### config.mk
export PLATFORM = sky130hd
export DESIGN_NAME = keo_dan_xung
export DESIGN_NICKNAME = d
export VERILOG_FILES = /design/src/rtl/keo_dan_xung.sv
export SDC_FILE = /design/constraint.sdc
export NUM_CORES = 1
export LEC_CHECK = 0
export ABC_AREA = 1
export BUFFER_PORTS_ARGS = -buffer_cell sky130_fd_sc_hd__buf_2
export CORE_UTILIZATION = 40
export DETAILED_ROUTE_END_ITERATION = 10
export PLACE_DENSITY = 0.61
export SYNTH_ARGS = -nofsm -noshare
export SYNTH_HDL_FRONTEND = slang
export SYNTH_SLANG_ARGS = --single-unit
### constraint.sdc
create_clock -name ckht -period 4.5 [get_ports ckht]
set_input_delay 0.9 -clock ckht [delete_from_list [all_inputs] [get_ports ckht]]
set_output_delay 0.9 -clock ckht [all_outputs]
set_load 0.1 [all_outputs]
### src/rtl/keo_dan_xung.sv
// Pulse stretcher: every rising edge on d becomes one ON_CYC-wide high pulse on q,
// followed by at least OFF_CYC low cycles; edges seen while busy are queued and replayed.
module keo_dan_xung #(
  parameter int ON_CYC  = 5000000,
  parameter int OFF_CYC = 5000000,
  parameter int QDEPTH  = 15,
  parameter int CW      = 24
) (
  input  logic       ckht,
  input  logic       rst,
  input  logic       d,
  input  logic       clr,
  output logic       q,
  output logic       busy,
  output logic [3:0] pend,
  output logic       ovf
);

  typedef enum logic [1:0] {S_IDLE, S_ON, S_OFF} state_t;

  localparam logic [CW-1:0] ON_LAST  = CW'(ON_CYC - 1);
  localparam logic [CW-1:0] OFF_LAST = CW'(OFF_CYC - 1);
  localparam logic [3:0]    Q_MAX    = 4'(QDEPTH);

  state_t        r_state, w_state_nxt;
  logic [CW-1:0] r_cnt, w_cnt_nxt;
  logic [3:0]    r_pend, w_pend_nxt;
  logic          r_ovf, w_ovf_nxt;
  logic          r_q, r_busy, r_d_q;
  logic          w_strobe, w_req, w_queue;

  // A strobe coinciding with clr is discarded outright, so only w_req is used below.
  assign w_strobe = d & ~r_d_q;
  assign w_req    = w_strobe & ~clr;

  // NOTE: every signal driven here gets a default first, so no path leaves it unassigned and no latch is inferred.
  always_comb begin
    w_state_nxt = r_state;
    w_cnt_nxt   = r_cnt;
    w_pend_nxt  = r_pend;
    w_ovf_nxt   = r_ovf;
    w_queue     = 1'b0;

    case (r_state)
      S_IDLE: begin
        if (w_req) begin
          w_state_nxt = S_ON;
          w_cnt_nxt   = '0;
        end
      end
      S_ON: begin
        w_queue = 1'b1;
        if (r_cnt == ON_LAST) begin
          w_state_nxt = S_OFF;
          w_cnt_nxt   = '0;
        end else begin
          w_cnt_nxt = r_cnt + CW'(1);
        end
      end
      S_OFF: begin
        if (r_cnt == OFF_LAST) begin
          w_cnt_nxt = '0;
          if ((r_pend != 4'd0 && !clr) || w_req) begin
            // A fresh strobe replaces the consumed queue entry, leaving pend unchanged.
            w_state_nxt = S_ON;
            if (!w_req) w_pend_nxt = r_pend - 4'd1;
          end else begin
            w_state_nxt = S_IDLE;
          end
        end else begin
          w_queue   = 1'b1;
          w_cnt_nxt = r_cnt + CW'(1);
        end
      end
      default: begin
        w_state_nxt = S_IDLE;
        w_cnt_nxt   = '0;
      end
    endcase

    if (w_queue && w_req) begin
      if (r_pend < Q_MAX) w_pend_nxt = r_pend + 4'd1;
      else                w_ovf_nxt  = 1'b1;
    end

    if (clr) begin
      w_pend_nxt = 4'd0;
      w_ovf_nxt  = 1'b0;
    end
  end

  // NOTE: sequential state uses non-blocking assignments so every register samples pre-edge values.
  always_ff @(posedge ckht or posedge rst) begin
    if (rst) begin
      r_state <= S_IDLE;
      r_cnt   <= '0;
      r_pend  <= 4'd0;
      r_ovf   <= 1'b0;
      r_q     <= 1'b0;
      r_busy  <= 1'b0;
      r_d_q   <= 1'b1;
    end else begin
      r_state <= w_state_nxt;
      r_cnt   <= w_cnt_nxt;
      r_pend  <= w_pend_nxt;
      r_ovf   <= w_ovf_nxt;
      r_q     <= (w_state_nxt == S_ON);
      r_busy  <= (w_state_nxt != S_IDLE);
      r_d_q   <= d;
    end
  end

  assign q    = r_q;
  assign busy = r_busy;
  assign pend = r_pend;
  assign ovf  = r_ovf;

endmodule

-- Word-level counts from Yosys, hierarchy flattened
Index checks and enable logic that the tools add are counted.
- register bits after elaboration: 34
- logic and storage cells: 51
- $add $sub $neg: 3
- magnitude comparators: 1
- equal/unequal tests: 6
- multiplexer cells: 20
- bitwise logic cells: 4
- reduce and logical (&&, ||, !) cells: 10
- operators with widths (kind ; number):
    two-way mux 24 bit ; 2
    case mux 24 bit (2 select lines) ; 1
    two-way mux 4 bit ; 7
    adder 24 x 1 -> 24 bit (second input constant) ; 1
    == test 24 x 23 -> 1 bit (second input constant) ; 1
    two-way mux 2 bit ; 3
    case mux 2 bit (3 select lines) ; 1
    two-way mux 1 bit ; 5
    adder 4 x 1 -> 4 bit (second input constant) ; 1
    == test 2 x 1 -> 1 bit (second input constant) ; 2
    less-than comparator 4 bit (second input constant) ; 1
    != test 2 bit (second input constant) ; 2
    nonzero test 2 bit ; 2
    nonzero test 4 bit ; 1
    subtractor 4 x 1 -> 4 bit (second input constant) ; 1
    bitwise AND 1 bit ; 2
    == test 2 bit (second input constant) ; 1
    logical AND 1 bit ; 2
    zero test 2 bit ; 1
    inverter 1 bit ; 2
    case mux 1 bit (2 select lines) ; 1
    AND reduction 2 bit ; 1
    OR reduction 2 bit ; 1
    zero test 1 bit ; 1
    logical OR 1 bit ; 1

-- Logic depth before layout (Yosys ltp)
- word-level depth: 10
- depth in mapped cells: 12
- gate-level depth less buffers: 12

-- Worst setup path before layout
No wires, ideal clock.
- kind: register -> register
- from: register r_pend[0], in the netlist pend[0]
- to: register r_pend[1], in the netlist pend[1]
- library setup time: 114 ps
- arrival: 2177 ps
- required time: 4386 ps
- path slack: 2209 ps
- stages on the path, launching flop included: 13
- buffers on the path: 0
- clock period less this slack: 2291 ps
- cell sequence: dfrtp_1 -> inv_1 -> ha_1 -> nand3_1 -> nand2_1 -> nor2_1 -> nand3_1 -> nand2_1 -> nand2_1 -> inv_1 -> nand2_1 -> inv_1 -> nor2_1
- word-level cells in the longest chain between the ends: 9
- RTL lines (item ; RTL line ; text):
    start, declared ; 27 ; logic [3:0] r_pend, w_pend_nxt;
    start signal, assigned ; 105 ; r_pend <= w_pend_nxt;
    branches (longest 7 deep; another with subtractor 4 x 1 -> 4 bit) ; - ;
    two-way mux 4 bit * ; 81 ; if (w_queue && w_req) begin
    two-way mux 4 bit * ; 86 ; if (clr) begin
    via w_pend_nxt[1] ; 27 ;
Mark *: on every way through the listed nets, which the timed path passes.
A chain may end at the register's enable or synchronous reset.

-- Final worst setup path
- from: register r_pend[2], in the netlist pend[2]
- to: output pend[2]
- RTL lines (item ; RTL line ; text):
    end, declared ; 15 ; output logic [3:0] pend,
No word-level cell between the ends.

==> results.toml <==
[min_path]
holdPathEnd = "ovf"
hold_path_class = "reg2reg"
min-delay-start = "ovf"
hold_path_depth = 2

[synth]
synth.cell_area_um2 = 2280
synth_fp_nets = 342
syn_avg_cell_area_um2 = 6.89
yosysSeqAreaShare = 0.373
ys_seq_elements = 34
syn_inst = 331
ys_types = 28
yosys_warnings = 0

[layout]
final_common_cell = "nand2_1"
num_antenna_cells = 0
final.fill_count = 578
final_cell_mix = "nand2_1 (78), nor2_1 (60), inv_1 (40)"
fin_nets = 358
seq_area_um2 = 852
multi_input_area_um2 = 1220
syn_to_final_growth_pct = 12.0
drive_gt1_frac = 0.161

[clock_network]
cts-root-buf = "clkbuf_8"
clock_latency_ns = 0.29
ctsResizeCount = 0
clk_path_buf_depth = 2
cts_made_buffers = 5
cts_setup_buffers = 0
cts_sinks = 34
cts_hold_buf = 0
cts-htree-levels = 2
cts_tree = "built"
clk_pin_slew_ns = 0.07

[critical_path]
cp.arrival_ns = 1.23
startpoint_type = "register"
crit_family = "flip-flops"
path_cells = "buf_2"
cp_slowest_stage_delay_ns = 0.47
cp_slowest_cell = "dfrtp_1"
cp-end-kind = "output port"
worstPathMaxFanout = 6
reg2reg_to = "r_cnt[2]"
reg2reg_depth = 10
cp.buffers_inverters = 1
reg2reg_setup_slack_ns = 2.58
reg2reg_from = "r_cnt[0]"
worst_ep_required_time_ns = 3.60
worstSetupPathType = "reg2out"

[global_route]
grt_pass1_wl_um = 8940
grt_pass1_vias = 1982
grt_use_total = 0.188
grt-ovfl-total = 0
antenna_found_initial = 0
grt_max_degree = 35

[power_and_ir_drop]
leakagePower_nw = 1.19
ir_worst_vdd_mv = 0.234
power_mw = 1.03
powerDensity_nw_per_um2 = 404

[die]
ioPinCount = 11
die_height_um = 77.5
die_area_um2 = 6010
rows = 27
initial_core_util = 0.414
die_w_um = 77.5
core_area_um2 = 5510

[timing]
hold_viol = 0
fin_crit_sh = 0.474
min_period_ns = 2.13
fin_worst_skew_ns = 0.00613
maxSlewHeadroom = 0.677
grt_setup_unrepaired = "false"
setup_viol = 0
tightest_slew_ns = 0.487
final_max_slew_viol_count = 0
setup-tns-final_ns = 0
fmax_ghz = 0.469

[placed_design]
gp_congestion = 0.822
dp_hpwl_um = 3840
io_buffer_count = 10

[detailed_routing]
drc = 0
ant_nets = 0
wl_per_cell_um = 12.2
drt-total-wl_um = 5110
vias = 2058
first_pass_iters = 6
drt-initial-drc-count = 109
drt-vias-per-instance = 4.90

[job]
max-cap-violations = 0

[status]
status = "complete, no violations"
==> worst reg2reg max path: cells and delay by family (launching register included) <==
family        cells  cell delay [ns]
fa+ha+maj         1             0.21
buf+inv           1             0.25
flops             1             0.40
simple gates      8             0.95
==> cells in the mapped netlist <==
| cell | number | area, um2 |
|---|---|---|
| nand2_1 | 78 | 293 |
| nor2_1 | 60 | 225 |
| inv_1 | 40 | 150 |
| dfrtp_1 | 33 | 826 |
| nand3_1 | 21 | 105 |
| nand4_1 | 13 | 81.3 |
| o21ai_0 | 13 | 65.1 |
| inv_2 | 11 | 41.3 |
| a21oi_1 | 8 | 40.0 |
| nor3_1 | 8 | 40.0 |
| ha_1 | 7 | 87.6 |
| nand2_2 | 7 | 43.8 |
| nor2_2 | 7 | 43.8 |
| xor2_1 | 6 | 52.6 |
| nand3_2 | 4 | 40.0 |
| nor3_2 | 3 | 30.0 |
| a21o_1 | 1 | 7.51 |
| buf_2 | 1 | 5.00 |
| buf_6 | 1 | 11.3 |
| clkinv_1 | 1 | 3.75 |
| dfstp_2 | 1 | 26.3 |
| nand2_4 | 1 | 11.3 |
| nor2_4 | 1 | 11.3 |
| o21ai_1 | 1 | 5.00 |
| o21ai_2 | 1 | 8.76 |
| o221a_2 | 1 | 11.3 |
| o31ai_1 | 1 | 7.51 |
| xnor2_1 | 1 | 8.76 |
==> through the flow <==
step	cells	setup slack (ns)	util	hold slack [ns]	area, um2
floorplan	331	2.21	-	0.495	2280
global placement	412	2.21	0.438	0.494	2410
detailed placement	412	2.13	0.438	0.511	2410
CTS	420	2.39	0.464	0.529	2560
global route	420	2.28	0.464	0.590	2560
finish	420	2.37	0.464	0.519	2560
==> how the worst max path moves through the flow <==
stage                        from        end  slack [ns]  depth (start not counted)
after global placement        clr  r_cnt[22]        2.21                          9
after detailed placement      clr  r_cnt[22]        2.13                          9
after global routing          clr  r_cnt[22]        2.28                         10
final                     pend[2]    pend[2]        2.37                          1
after CTS                 pend[2]    pend[2]        2.39                          1
after floorplan           pend[0]    pend[1]        2.21                         12
==> sequential cells by signal, indices dropped and copies added (netlist names) <==
name,count
busy,1
ovf,1
pend,4
q,1
r_cnt,24
r_d_q,1
r_state,2
==> power breakdown <==
| part | switching (mW) | leakage, nW | internal [mW] | total, mW |
|---|---|---|---|---|
| registers | 0.0230 | 0.463 | 0.335 | 0.358 |
| logic | 0.246 | 0.655 | 0.0699 | 0.316 |
| clock network | 0.121 | 0.0714 | 0.236 | 0.357 |
==> logic make-up (layout without fill, tap and decap cells) <==
group	after synthesis	count (layout)	synth area share
AOI/OAI and AO/OA	26	26	0.0636
and+or+nand+nor	203	203	0.405
buffers and inverters	54	71	0.0926
adders and majority gates	7	7	0.0384
DFF	34	34	0.373
xor gates and xnor gates	7	7	0.0269
==> layout make-up <==
cell class,count,area share
multi-input cells,243,0.477
clock inverters,2,0.0235
clock buffers,6,0.0323
flip-flops and latches,34,0.333
inverters,52,0.0764
repair buffers,11,0.0225
well taps,72,0.0352
==> per-layer routing <==
layer  share of wire  wire length, um  global-route usage
met1            0.50             2540               0.264
met2            0.46             2330               0.296
met3           0.036              186              0.0353
met5               0                0                   0
met4           0.012               60              0.0509
(Power assumes the default switching activity.)
